## src/rtl/alu_exec.sv

```systemverilog
// Execute stage feeding the 8x16 register file write port.
// Single-cycle ALU ops retire in one cycle; MUL is a 16-step shift-add.
module alu_exec #(
    parameter int unsigned WIDTH  = 16,
    parameter int unsigned ADDR_W = 3
) (
    input  logic              clk,
    input  logic              rst,
    input  logic              start,
    input  logic [2:0]        op,
    input  logic [WIDTH-1:0]  opA,
    input  logic [WIDTH-1:0]  opB,
    input  logic [ADDR_W-1:0] dstAddr,
    output logic              busy,
    output logic              done,
    output logic [WIDTH-1:0]  result,
    output logic [ADDR_W-1:0] wbAddr,
    output logic              WE,
    output logic              zero,
    output logic              carry
);

    localparam int unsigned CNT_W = $clog2(WIDTH);
    localparam int unsigned ACC_W = 2 * WIDTH;

    localparam logic [2:0] OP_ADD   = 3'b000;
    localparam logic [2:0] OP_SUB   = 3'b001;
    localparam logic [2:0] OP_AND   = 3'b010;
    localparam logic [2:0] OP_OR    = 3'b011;
    localparam logic [2:0] OP_XOR   = 3'b100;
    localparam logic [2:0] OP_SHL   = 3'b101;
    localparam logic [2:0] OP_MUL   = 3'b110;
    localparam logic [2:0] OP_PASSB = 3'b111;

    typedef enum logic [1:0] {
        S_IDLE = 2'd0,
        S_MUL  = 2'd1,
        S_WB   = 2'd2
    } state_t;

    state_t state_q, state_d;

    logic [ACC_W-1:0]  acc_q, acc_d, acc_step;
    logic [ACC_W-1:0]  mcand_q, mcand_d;
    logic [WIDTH-1:0]  mplier_q, mplier_d;
    logic [CNT_W-1:0]  cnt_q, cnt_d;
    logic [ADDR_W-1:0] dst_q, dst_d;
    logic [WIDTH-1:0]  result_d;
    logic [ADDR_W-1:0] wbaddr_d;
    logic              zero_d, carry_d;
    logic              busy_d, done_d;

    logic [WIDTH-1:0]  alu_res;
    logic              alu_carry;
    logic [WIDTH:0]    sum_w, diff_w, shl_w;
    logic [CNT_W-1:0]  shamt;

    // Single-cycle ALU; SHL keeps one extra bit so the last bit shifted out lands in bit WIDTH
    always_comb begin
        alu_res   = '0;
        alu_carry = 1'b0;
        shamt     = opB[CNT_W-1:0];
        sum_w     = {1'b0, opA} + {1'b0, opB};
        diff_w    = {1'b0, opA} - {1'b0, opB};
        shl_w     = {1'b0, opA} << shamt;
        case (op)
            OP_ADD: begin
                alu_res   = sum_w[WIDTH-1:0];
                alu_carry = sum_w[WIDTH];
            end
            OP_SUB: begin
                alu_res   = diff_w[WIDTH-1:0];
                alu_carry = diff_w[WIDTH];
            end
            OP_AND:   alu_res = opA & opB;
            OP_OR:    alu_res = opA | opB;
            OP_XOR:   alu_res = opA ^ opB;
            OP_SHL: begin
                alu_res   = shl_w[WIDTH-1:0];
                alu_carry = shl_w[WIDTH];
            end
            OP_PASSB: alu_res = opB;
            default: begin
                alu_res   = '0;
                alu_carry = 1'b0;
            end
        endcase
    end

    // Next-state and datapath update
    always_comb begin
        state_d  = state_q;
        acc_d    = acc_q;
        mcand_d  = mcand_q;
        mplier_d = mplier_q;
        cnt_d    = cnt_q;
        dst_d    = dst_q;
        result_d = result;
        wbaddr_d = wbAddr;
        zero_d   = zero;
        carry_d  = carry;
        acc_step = acc_q + (mplier_q[0] ? mcand_q : '0);

        case (state_q)
            S_IDLE: begin
                if (start) begin
                    dst_d = dstAddr;
                    if (op == OP_MUL) begin
                        acc_d    = '0;
                        mcand_d  = {{WIDTH{1'b0}}, opA};
                        mplier_d = opB;
                        cnt_d    = '0;
                        state_d  = S_MUL;
                    end else begin
                        result_d = alu_res;
                        carry_d  = alu_carry;
                        zero_d   = (alu_res == '0);
                        wbaddr_d = dstAddr;
                        state_d  = S_WB;
                    end
                end
            end
            S_MUL: begin
                acc_d    = acc_step;
                mcand_d  = mcand_q << 1;
                mplier_d = mplier_q >> 1;
                cnt_d    = cnt_q + CNT_W'(1);
                if (cnt_q == CNT_W'(WIDTH - 1)) begin
                    result_d = acc_step[WIDTH-1:0];
                    carry_d  = |acc_step[ACC_W-1:WIDTH];
                    zero_d   = (acc_step[WIDTH-1:0] == '0);
                    wbaddr_d = dst_q;
                    state_d  = S_WB;
                end
            end
            S_WB: begin
                state_d = S_IDLE;
            end
            default: begin
                state_d = S_IDLE;
            end
        endcase

        busy_d = (state_d != S_IDLE);
        done_d = (state_d == S_WB);
    end

    // State register with registered status flags
    always_ff @(posedge clk) begin
        if (rst) begin
            state_q <= S_IDLE;
            busy    <= 1'b0;
            done    <= 1'b0;
        end else begin
            state_q <= state_d;
            busy    <= busy_d;
            done    <= done_d;
        end
    end

    // Datapath and writeback registers
    always_ff @(posedge clk) begin
        if (rst) begin
            acc_q    <= '0;
            mcand_q  <= '0;
            mplier_q <= '0;
            cnt_q    <= '0;
            dst_q    <= '0;
            result   <= '0;
            wbAddr   <= '0;
            zero     <= 1'b0;
            carry    <= 1'b0;
        end else begin
            acc_q    <= acc_d;
            mcand_q  <= mcand_d;
            mplier_q <= mplier_d;
            cnt_q    <= cnt_d;
            dst_q    <= dst_d;
            result   <= result_d;
            wbAddr   <= wbaddr_d;
            zero     <= zero_d;
            carry    <= carry_d;
        end
    end

    assign WE = done;

endmodule

```

## config.mk

```make
export PLATFORM = sky130hd
export DESIGN_NAME = alu_exec
export DESIGN_NICKNAME = d
export VERILOG_FILES = /design/src/rtl/alu_exec.sv
export SDC_FILE = /design/constraint.sdc
export NUM_CORES = 1
export LEC_CHECK = 0
export ABC_AREA = 1
export ABC_CLOCK_PERIOD_IN_PS = 6800
export CORE_ASPECT_RATIO = 2
export CORE_MARGIN = 2
export CORE_UTILIZATION = 40
export CTS_CLUSTER_DIAMETER = 60
export DETAILED_ROUTE_END_ITERATION = 8
export GPL_TIMING_DRIVEN = 0
export SLEW_MARGIN = 10
export SYNTH_ARGS = -nofsm -noshare
export SYNTH_HDL_FRONTEND = slang
export SYNTH_SLANG_ARGS = --single-unit
```

## constraint.sdc

```tcl
create_clock -name clk -period 6.8 [get_ports clk]
set_input_delay 0.68 -clock clk [delete_from_list [all_inputs] [get_ports clk]]
set_output_delay 0.68 -clock clk [all_outputs]
set_load 0.03 [all_outputs]
```

-- Word level (Yosys, flattened, before mapping)
Cells that the tools add are included.
- flip-flop bits (word level): 112
- bits of input ports: 41
- output and inout port bits: 24
- word-level logic and storage cells: 79
- add/subtract/negate cells: 4
- eq/ne operators: 14
- shifts and indexed selects: 1
- muxes and demuxes: 35
- bitwise operators: 3
- reduce and logical (&&, ||, !) cells: 10
- operators with widths (kind ; count):
    $mux W32 ; 5
    $pmux W32 S2 ; 2
    $pmux W16 S7 ; 1
    $mux W16 ; 5
    $pmux W16 S2 ; 2
    $add A32 B32 Y32 ; 1
    $logic_not A16 Y1 ; 2
    $add A16 B16 Y17 ; 1
    $shl A16 B4 Y17 ; 1
    $sub A16 B16 Y17 ; 1
    $and A16 B16 Y16 ; 1
    $or A16 B16 Y16 ; 1
    $reduce_or A16 Y1 ; 1
    $xor A16 B16 Y16 ; 1
    $eq A3 B3 Y1 const B ; 4
    $mux W3 ; 3
    $mux W4 ; 2
    $ne A2 B2 Y1 const B ; 4
    $pmux W4 S2 ; 1
    $eq A3 B2 Y1 const B ; 2
    $mux W1 ; 6
    $mux W2 ; 3
    $pmux W3 S2 ; 1
    $add A4 B1 Y4 const B ; 1
    other kinds (13) ; 15

-- Logic depth before layout (Yosys ltp)
- depth after elaboration: 6
- mapped depth: 23

-- Worst setup path after synthesis
Ideal clock, no wire load.
- kind: input port to flip-flop
- start: input opB[2]
- end: register zero
- library setup time: 70 ps
- data arrival time: 2583 ps
- required time: 6730 ps
- path slack: 4147 ps
- cell stages on the path: 19
- buffers on the path: 2
- cell sequence: inv_1 buf_1 ha_1 buf_6 inv_1 nand2_1 nand2_1 inv_1 nand2_1 nand2_1 nand2_1 nand2_1 nand3_1 nand3_1 nor2_1 nand2_1 nor2_1 nand4_1 a21oi_1
- word-level cells in the longest chain between the ends: 6
- RTL lines (element ; line ; text):
    start, declared ; 12 ; input logic [WIDTH-1:0] opB,
    $sub A16 B16 Y17, or another cell as far along ; 64 ; diff_w = {1'b0, opA} - {1'b0, opB};
    $pmux W16 S7 (*) ; 66 ; case (op)
    $logic_not A16 Y1 (*) ; 117 ; zero_d = (alu_res == '0);
    $mux W1 (*) ; 108 ; if (op == OP_MUL) begin
    $mux W1 (*) ; 106 ; if (start) begin
    $pmux W1 S2 (*) ; 104 ; case (state_q)
    end signal, assigned ; 181 ; zero <= zero_d;
    end, declared ; 19 ; output logic zero,
Every way passes the cells marked *; elsewhere a longest branch is shown, timed or not. The select of a mux whose other input is x is not followed.
A chain may end at the register's enable or synchronous reset.

-- Final worst setup path
Ends and elaborated chain as after synthesis.

==> out/qor.csv <==
stage,metric,value,unit
clock_tree,Worst-Skew Late Latency,0.38,ns
final_layout,"Non-Filler Cell Area, Final",12100,sq um
sta,worst max-slew margin expressed relative to the limit,0.436,
floorplanning,die span in x,120,um
logic_synthesis,nets in the synthesized netlist,2028,
floorplanning,core area,26300,sq um
grt,GRT Max-Usage Layer,met2,
logic_synthesis,cell area after technology mapping,10700,sq um
clock_tree,TritonCTS Buffers,9,
grt,global-route wire length before repair,74000,um
final_layout,fraction of final layout cells with drive strength greater than 1,0.0384,
route,count of antenna-violating nets left after detailed routing,0,
grt,total gr overflow,0,
logic_synthesis,leading register cell type out of synthesis,sky130_fd_sc_hd__dfxtp_1,
final_layout,fraction of the core area covered by cells at the end of the flow,0.460,
setup_path,endpoint kind of the worst setup timing path,register,
final_layout,number of inserted diodes,0,
logic_synthesis,Post-Synthesis Cells,1900,
floorplanning,overall die height,235,um
job,reported max-cap violation count,0,
sta,Final Max Tran Viols,0,
grt,Global Route met3 Usage,0.0472,
grt,maximum number of pins on one net before global-route repair,24,
final_layout,"Net count, final",2102,
pwr,worst IR drop on VDD,0.138,mV
logic_synthesis,post-synthesis sequential element count,112,
sta,pin slew with the least headroom to its limit,0.839,ns
clock_tree,count of hold-fix buffers inserted at cts,0,
logic_synthesis,share of async-settable or async-resettable flops after synthesis,0,
setup_path,Worst R2R Path Depth,21,
clock_tree,CTS sink count,112,
placed_design,placed inst area,11800,sq um
sta,fraction of the cycle the final worst path needs,0.598,
placed_design,half-perimeter wire length after placement,42900,um
sta,sum of negative setup slack,0,ns
clock_tree,Bufs on Longest Clock Path,2,
placed_design,gp weighted congestion,0.985,
pwr,P per Cell Area,145,nW/um^2
clock_tree,"CTS clk-pin slew, worst paths",0.09,ns
sta,Max Fclk,0.246,GHz
grt,total global-route track usage,0.360,
setup_path,startpoint type of the worst setup path,input pin,
floorplanning,number of rows created at floorplan,84,
route,vias per cell,5.39,
setup_path,largest fanout of any net on the critical path,11,
sta,hold violation total from the final report,0,
sta,unrepaired setup endpoints after global routing,false,
placed_design,number of buffers inserted by port buffering,63,
pwr,Static Leak,6.12,nW
setup_path,WS Path Type,input pin to register,
clock_tree,count of cells resized by post-cts repair,0,
route,First-pass DRT Iterations,7,
logic_synthesis,number of distinct library cells after synthesis,38,
final_layout,synthesis-to-finish area growth,12.9,%
min_path,number of cells on the worst hold path,2,
clock_tree,cell at the root of the clock tree,sky130_fd_sc_hd__clkbuf_16,
logic_synthesis,part of the Yosys area used for sequential elements,0.209,
logic_synthesis,post-synthesis area per instance,5.64,sq um
grt,vias in the first global route,12500,
floorplanning,die area,28200,sq um
sta,count of final setup violators,0,
grt,routing usage on met1,0.274,
route,total detailed-routing wirelength,51000,um
logic_synthesis,Syn. warnings,0,
route,count of vias placed by the detailed router,12500,
route,WL/cell,21.9,um
route,DRC violations left,0,
floorplanning,starting density of the core,0.408,
min_path,type of the tightest min-delay check,register to register,
sta,Layout Skew,0.0128,ns
clock_tree,level count of the clock H-tree,3,
logic_synthesis,number of enable flip-flop cells after synthesis,0,
grt,number of antenna violations at the first check in global routing,1,
clock_tree,post-CTS setup buffer count,0,
floorplanning,I/O pin count,65,
setup_path,endpoint arrival time on the critical path,4.38,ns
clock_tree,clock tree from TritonCTS,yes,
grt,met2 usage in global routing,0.706,
run_status,result of the run,"finished, final reports clean",
route,Iteration-0 DRC Markers,812,
sta,Final Critical Period,4.07,ns
setup_path,Worst EP required,7.12,ns
registers in the layout, summed over array words and instances (netlist names):
register and cells:
WE 1, acc_q 32, busy 1, carry 1
cnt_q 4, dst_q 3, mcand_q 32, mplier_q 16
result 16, state_q 2, wbAddr 3, zero 1
final timing paths:
| kind | start | end | slack (ns) |
|---|---|---|---|
| setup / recovery | opB[2] | zero$_SDFFE_PP0P_ | 2.73 |
| hold / removal | acc_q[2]$_SDFFE_PP0P_ | acc_q[2]$_SDFFE_PP0P_ | 0.47 |
| setup reg to reg | mplier_q[0]$_SDFFE_PP0P_ | carry$_SDFFE_PP0P_ | 3.14 |
| hold reg to reg | acc_q[2]$_SDFFE_PP0P_ | acc_q[2]$_SDFFE_PP0P_ | 0.47 |
power by group:
part	switching, W	internal (W)	total (W)
clock network	0.000306	0.000267	0.000573
registers	0.0000145	0.000675	0.000689
logic	0.000339	0.000150	0.000489
total	0.000659	0.00109	0.00175
cells in the mapped netlist (3+ instances only):
library cell | number | area, sq um
sky130_fd_sc_hd__inv_1 | 271 | 1020
sky130_fd_sc_hd__dfxtp_1 | 112 | 2240
sky130_fd_sc_hd__nand4_1 | 28 | 175
sky130_fd_sc_hd__buf_4 | 4 | 30.0
sky130_fd_sc_hd__inv_2 | 5 | 18.8
sky130_fd_sc_hd__buf_6 | 4 | 45.0
sky130_fd_sc_hd__o211ai_1 | 4 | 30.0
sky130_fd_sc_hd__xor2_1 | 4 | 35.0
sky130_fd_sc_hd__nand3b_1 | 7 | 52.6
sky130_fd_sc_hd__or2_2 | 9 | 56.3
sky130_fd_sc_hd__o21bai_1 | 4 | 30.0
sky130_fd_sc_hd__fa_1 | 3 | 60.1
sky130_fd_sc_hd__nand2_2 | 3 | 18.8
sky130_fd_sc_hd__and2_1 | 7 | 43.8
sky130_fd_sc_hd__nand3_1 | 150 | 751
sky130_fd_sc_hd__ha_1 | 84 | 1050
sky130_fd_sc_hd__o21ai_1 | 6 | 30.0
sky130_fd_sc_hd__nand2_1 | 710 | 2670
sky130_fd_sc_hd__xnor2_1 | 9 | 78.8
sky130_fd_sc_hd__clkbuf_1 | 36 | 135
sky130_fd_sc_hd__o21ai_0 | 61 | 305
sky130_fd_sc_hd__nor2_2 | 4 | 25.0
sky130_fd_sc_hd__a21oi_1 | 117 | 586
sky130_fd_sc_hd__nor2_1 | 139 | 522
sky130_fd_sc_hd__a31oi_1 | 51 | 319
sky130_fd_sc_hd__o22ai_1 | 10 | 62.6
sky130_fd_sc_hd__nor3_1 | 17 | 85.1
sky130_fd_sc_hd__buf_2 | 26 | 130
cells by family after synthesis:
logic type	after synthesis	synth area share
compound gates	257	0.130
xor+xnor	13	0.0106
flops	112	0.209
buf+inv	348	0.129
fa+ha+maj	87	0.104
simple gates	1083	0.417
layout make-up:
type | count | area [sq um]
Fill cell | 3010 | 14200
Multi-Input combinational cell | 1440 | 7090
Sequential cell | 112 | 2240
Inverter | 276 | 1040
Timing Repair Buffer | 63 | 631
Tap cell | 344 | 430
Buffer | 72 | 348
Clock buffer | 9 | 225
Clock inverter | 7 | 91.3
cell usage in the layout (no fill, tap or decap), drive strengths merged, types with 19 or more instances in the layout:
cell / instances
a21oi: 117
nand3: 151
nor3: 19
clkdlybuf4s50: 63
nand2: 713
inv: 279
nor2: 145
a31oi: 51
clkbuf: 45
o21ai: 67
dfxtp: 112
ha: 84
buf: 36
nand4: 28
routing by layer:
| metal | routed length [um] | up-vias |
|---|---|---|
| met5 | 0 | - |
| met4 | 6540 | 0 |
| met3 | 2010 | 232 |
| met2 | 27900 | 442 |
| met1 | 14500 | 5660 |
| li1 | - | 6182 |
per-stage QoR:
| step | instances | total power, W | setup slack (ns) | hold slack [ns] |
|---|---|---|---|---|
| final | 2323 | 0.00175 | 2.73 | 0.470 |
| after floorplan | 1900 | 0.000984 | 4.15 | 0.440 |
| after global placement | 2307 | 0.00118 | 2.45 | 0.450 |
| after detailed placement | 2307 | 0.00118 | 2.44 | 0.456 |
| after CTS | 2323 | 0.00175 | 2.83 | 0.469 |
| after global routing | 2323 | 0.00181 | 2.32 | 0.491 |
worst max-delay path, stage by stage:
cell	delay [ns]
sky130_fd_sc_hd__clkdlybuf4s50_1	0.55
sky130_fd_sc_hd__inv_1	0.24
sky130_fd_sc_hd__buf_1	0.50
sky130_fd_sc_hd__ha_1	0.35
sky130_fd_sc_hd__buf_6	0.15
sky130_fd_sc_hd__inv_1	0.14
sky130_fd_sc_hd__nand2_1	0.08
sky130_fd_sc_hd__nand2_1	0.08
sky130_fd_sc_hd__inv_1	0.05
sky130_fd_sc_hd__nand2_1	0.16
sky130_fd_sc_hd__nand2_1	0.09
sky130_fd_sc_hd__nand2_1	0.16
sky130_fd_sc_hd__nand2_1	0.07
sky130_fd_sc_hd__nand3_1	0.08
sky130_fd_sc_hd__nand3_1	0.15
sky130_fd_sc_hd__nor2_1	0.12
sky130_fd_sc_hd__nand2_1	0.05
sky130_fd_sc_hd__nor2_1	0.37
sky130_fd_sc_hd__nand4_1	0.14
sky130_fd_sc_hd__a21oi_1	0.15
(Power assumes the default switching activity.)
==> variant 1: new RTL, same settings <==
Take the reset off `result` and load it in a clocked block of its own.
--- a/src/rtl/alu_exec.sv
+++ b/src/rtl/alu_exec.sv
@@ -168,3 +168,2 @@
             dst_q    <= '0;
-            result   <= '0;
             wbAddr   <= '0;
@@ -178,3 +177,2 @@
             dst_q    <= dst_d;
-            result   <= result_d;
             wbAddr   <= wbaddr_d;
@@ -185,2 +183,6 @@
 
+    always_ff @(posedge clk) begin
+        result <= result_d;
+    end
+
     assign WE = done;
Behaviour: not the same (a bounded check fails within 4 cycles, from zero or initial values and one cycle with rst high).
==> variant 1 against the unedited design <==
Final cell count decreased by 3.1%; sequential cell count unchanged; area after synthesis fell by 1.6%; worst setup slack improved by 0.48 ns; wire length down 28%; total power fell by 2.5%; critical path depth is 2 lower; final area is 1.5% lower; non-clock buffer count shrank 4; critical endpoint unchanged.
==> variant 1: results <==
group,metric,value,unit
route,via_per_inst,5.149,
placed_design,hpwl,30320,microns
global_routing,grt_pass1_vias,10950,
logic_synthesis,syn_nets,1955,
logic_synthesis,synth_seq_area_share,22.77,%
min_path,hold_path.startpoint,"dst_q[0]$_SDFFE_PP0P_",
timing,tightest_slew,1.226,ns
timing,skew,0.01426,ns
route,drt_iter0_markers,913,
run_status,status,"finished, final reports clean",
placed_design,post-place-ws,2.931,ns
power,leakage,0.006040,uW
global_routing,gr-usage-all-layers,26.78,%
global_routing,grt_pass1_wl,58140,microns
critical_path,cp.arrival,3.89,ns
placed_design,gp_congestion,0.9727,
logic_synthesis,ys_types,40,
logic_synthesis,synth_area_leaders,"nand2_1 24%, dfxtp_1 18%, ha_1 10%",
logic_synthesis,yosys.area.top_type_share,23.87,%
route,wl_per_cell,16.32,microns
critical_path,critical_path.max_stage_delay,0.51,ns
route,first_pass_iters,6,
critical_path,rrSetupSlack,3.39,ns
timing,fmax,0.2789,GHz
logic_synthesis,netlist_top_cells_count,"671 x nand2_1, 256 x inv_1, 149 x nor2_1",
clocking,path_clk_slew,0.07,ns
placed_design,placed_cell_area,0.01162,sq mm
==> variant 1: worst min path at each step <==
stage | end | slack [ns] | cells past startpoint
final | dst_q[0]$_SDFFE_PP0P_ | 0.45 | 2
after global routing | dst_q[1]$_SDFFE_PP0P_ | 0.46 | 2
after CTS | dst_q[0]$_SDFFE_PP0P_ | 0.45 | 2
after detailed placement | dst_q[0]$_SDFFE_PP0P_ | 0.44 | 2
after global placement | dst_q[1]$_SDFFE_PP0P_ | 0.44 | 2
after floorplan | dst_q[0]$_SDFFE_PP0P_ | 0.42 | 2
==> variant 1: cell type report <==
class,count,area [sq um]
buffer,67,312.8
clock buffer,10,229.0
clock inverter,6,57.56
fill,2979,14160
inverter,263,987.2
multi-input combinational,1385,6848
sequential,112,2402
tap,344,430.4
timing repair buffer,64,640.6
==> variant 1: logic make-up (layout without fill, tap and decap cells) <==
family                     after synthesis  count (layout)  share of synthesized area (%)
AOI/OAI and AO/OA                      267             267                          13.82
xor gates and xnor gates                14              14                          1.162
adders and majority gates               87              87                          10.53
buffers and inverters                  330             410                          12.32
DFF                                    112             112                          22.77
muxes                                    1               1                        0.09488
and+or+nand+nor                       1016            1016                          39.30
==> variant 1: routing by layer <==
metal / global-route usage (%) / part of all wire, %
met3: 2.002 / 5.8
met4: 11.79 / 3.9
met5: 0 / 0
met1: 36.25 / 46
met2: 43.50 / 45
==> variant 1: critical path: cells and delay by family <==
| kind | cells | cell delay (ns) |
|---|---|---|
| buffers and inverters | 4 | 1.25 |
| and+or+nand+nor | 11 | 1.20 |
| AOI/OAI and AO/OA | 2 | 0.40 |
| adders and majority gates | 1 | 0.35 |
==> variant 1: through the flow <==
| step | instances | power, uW |
|---|---|---|
| after floorplan | 1827 | 1008 |
| after CTS | 2251 | 1713 |
| after global placement | 2235 | 1181 |
| after global routing | 2251 | 1785 |
| final | 2251 | 1707 |
| after detailed placement | 2235 | 1182 |
==> variant 1: report_power, final <==
part,total [uW],switching [uW],internal (uW),leakage (uW)
Clock,530,276,254,0.000132
Sequential,713,12.4,700,0.000934
Combinational,465,316,148,0.00497
==> variant 2: new RTL, same flow settings <==
Without the edit above. Set the parameter `ADDR_W` to 4 (it was 3).
--- a/src/rtl/alu_exec.sv
+++ b/src/rtl/alu_exec.sv
@@ -4,3 +4,3 @@
     parameter int unsigned WIDTH  = 16,
-    parameter int unsigned ADDR_W = 3
+    parameter int unsigned ADDR_W = 4
 ) (
Interface: changed (resized dstAddr and wbAddr); port bits go from 65 to 67. No check against the original RTL was run, so the function may have changed too.
==> variant 2 against the unedited design <==
Sequential share of layout area is 0.20 points lower; critical path depth is 2 lower; total power is 23% higher; area after synthesis is 0.30% higher; sequential cell count is 2 higher; final area is 2.9% higher; first-iteration DRC count is 7.8% lower; wire length is 5.6% lower; hold slack worse by 0.0056 ns; worst setup slack better by 0.19 ns; count of clock-buffer cells in the layout is 9 higher; critical path type is now reg -> reg.
==> variant 2: results <==
group,metric,value,unit
run_status,status,"finished, final reports clean",
route,drt_iter0_markers,749,
clocking,cts_setup_buffers,0,
route,first_pass_iters,6,
placed_design,post-place-ws,2.549,ns
clocking,cts-buffers-inserted,17,
clocking,ctsResizeCount,0,
power,leakage,0.006299,uW
timing,skew,0.009763,ns
clocking,clk-insertion-delay-late,0.43,ns
clocking,cts_root_buf,"clkbuf_16",
logic_synthesis,syn_nets,2030,
clocking,path_clk_slew,0.06,ns
clocking,clk_path_buf_depth,2,
logic_synthesis,ys_types,42,
global_routing,grt_pass1_wl,71280,microns
logic_synthesis,synth_seq_area_share,21.23,%
global_routing,gr-usage-all-layers,34.13,%
logic_synthesis,ys.flop_type,"dfxtp_1",
placed_design,gp_congestion,1.066,
clocking,htree_levels,4,
logic_synthesis,ys_warn_count,0,
global_routing,grt_pass1_vias,12390,
global_routing,antenna_found_initial,0,
logic_synthesis,async_flop_share,0,%
layout,drive_gt1_share,4.810,%
timing,slew_headroom,29.20,%
logic_synthesis,synth_area_leaders,"nand2_1 24%, dfxtp_1 21%, ha_1 9.8%",
layout,largestRegisters,"acc_q (32), mcand_q (32)",
global_routing,grt_max_degree,17,
route,routed-via-count,12570,
min_path,hold_path.class,"reg -> reg",
placed_design,hpwl,40640,microns
global_routing,grt_overflow,0,
layout,n_antenna_cell,0,
logic_synthesis,netlist_top_cells_count,"701 x nand2_1, 269 x inv_1, 164 x nor2_1",
power,ir_worst_vdd,0.0001606,V
layout,layout.nets,2112,
placed_design,port_buffers,63,
critical_path,cp.arrival,4.20,ns
route,wl_per_cell,20.56,microns
critical_path,crit_fanout,10,
[variant 2: report_power, final]
part / total [uW] / internal (uW) / switching, uW
Combinational: 482 / 151 / 332
Sequential: 704 / 689 / 15.4
Clock: 971 / 618 / 354
[variant 2: final timing paths]
| check | startpoint | to | slack (ns) | cells past startpoint |
|---|---|---|---|---|
| worst max-delay path | mplier_q[0]$_SDFFE_PP0P_ | carry$_SDFFE_PP0P_ | 2.92 | 18 |
| worst min-delay path | mcand_q[31]$_SDFFE_PP0P_ | mcand_q[31]$_SDFFE_PP0P_ | 0.46 | 2 |
| worst max register to register | mplier_q[0]$_SDFFE_PP0P_ | carry$_SDFFE_PP0P_ | 2.92 | 18 |
| worst min register to register | mcand_q[31]$_SDFFE_PP0P_ | mcand_q[31]$_SDFFE_PP0P_ | 0.46 | 2 |
[variant 2: cell type report]
type / count / area, sq um
tap: 344 / 430.4
clock buffer: 18 / 429.2
sequential: 114 / 2282
fill: 2955 / 13940
multi-input combinational: 1439 / 7074
timing repair buffer: 63 / 630.6
buffer: 72 / 356.6
clock inverter: 14 / 202.7
inverter: 276 / 1036
[variant 2: cells by family after synthesis]
group                      after synthesis  synth area share (%)
and+or+nand+nor                       1074                 40.83
buffers and inverters                  348                 12.96
AOI/OAI and AO/OA                      264                 13.49
DFF                                    114                 21.23
adders and majority gates               87                 10.34
xor gates and xnor gates                13                 1.059
muxes                                    1               0.09312
[variant 2: layer usage]
layer  global-route usage (%)  up-vias  wire [microns]
met4                    34.62        0            5868
met1                    27.03     5675           14090
met3                    4.956      245            1907
met5                        0        -               0
li1                         -     6206               -
met2                    66.18      447           26260
[variant 2: worst max-delay path, stage by stage, from the launching register on]
cell and delay [ns]:
dfxtp_1 0.31, clkbuf_1 0.34, clkbuf_1 0.40, nand2_1 0.13, inv_1 0.10, ha_1 0.38
nand2_1 0.24, nor2_1 0.50, nand2_1 0.31, nor2_1 0.16, nand2_1 0.17, nand3b_1 0.14
nand2_1 0.07, nand2_1 0.07, nand2_1 0.06, nor2_1 0.10, nand3_1 0.09, nand2_1 0.11
a21oi_1 0.08
[variant 2: per-stage QoR]
stage               hold slack [ns]  utilization, %  power, uW  cells  instance area (sq um)
floorplan                    0.4402               -      999.4   1901                  10750
global placement             0.4546           44.77       1191   2308                  11810
detailed placement           0.4583           44.77       1192   2308                  11810
CTS                          0.4671           47.16       2155   2340                  12440
global route                 0.4905           47.16       2235   2340                  12440
finish                       0.4643           47.16       2158   2340                  12440
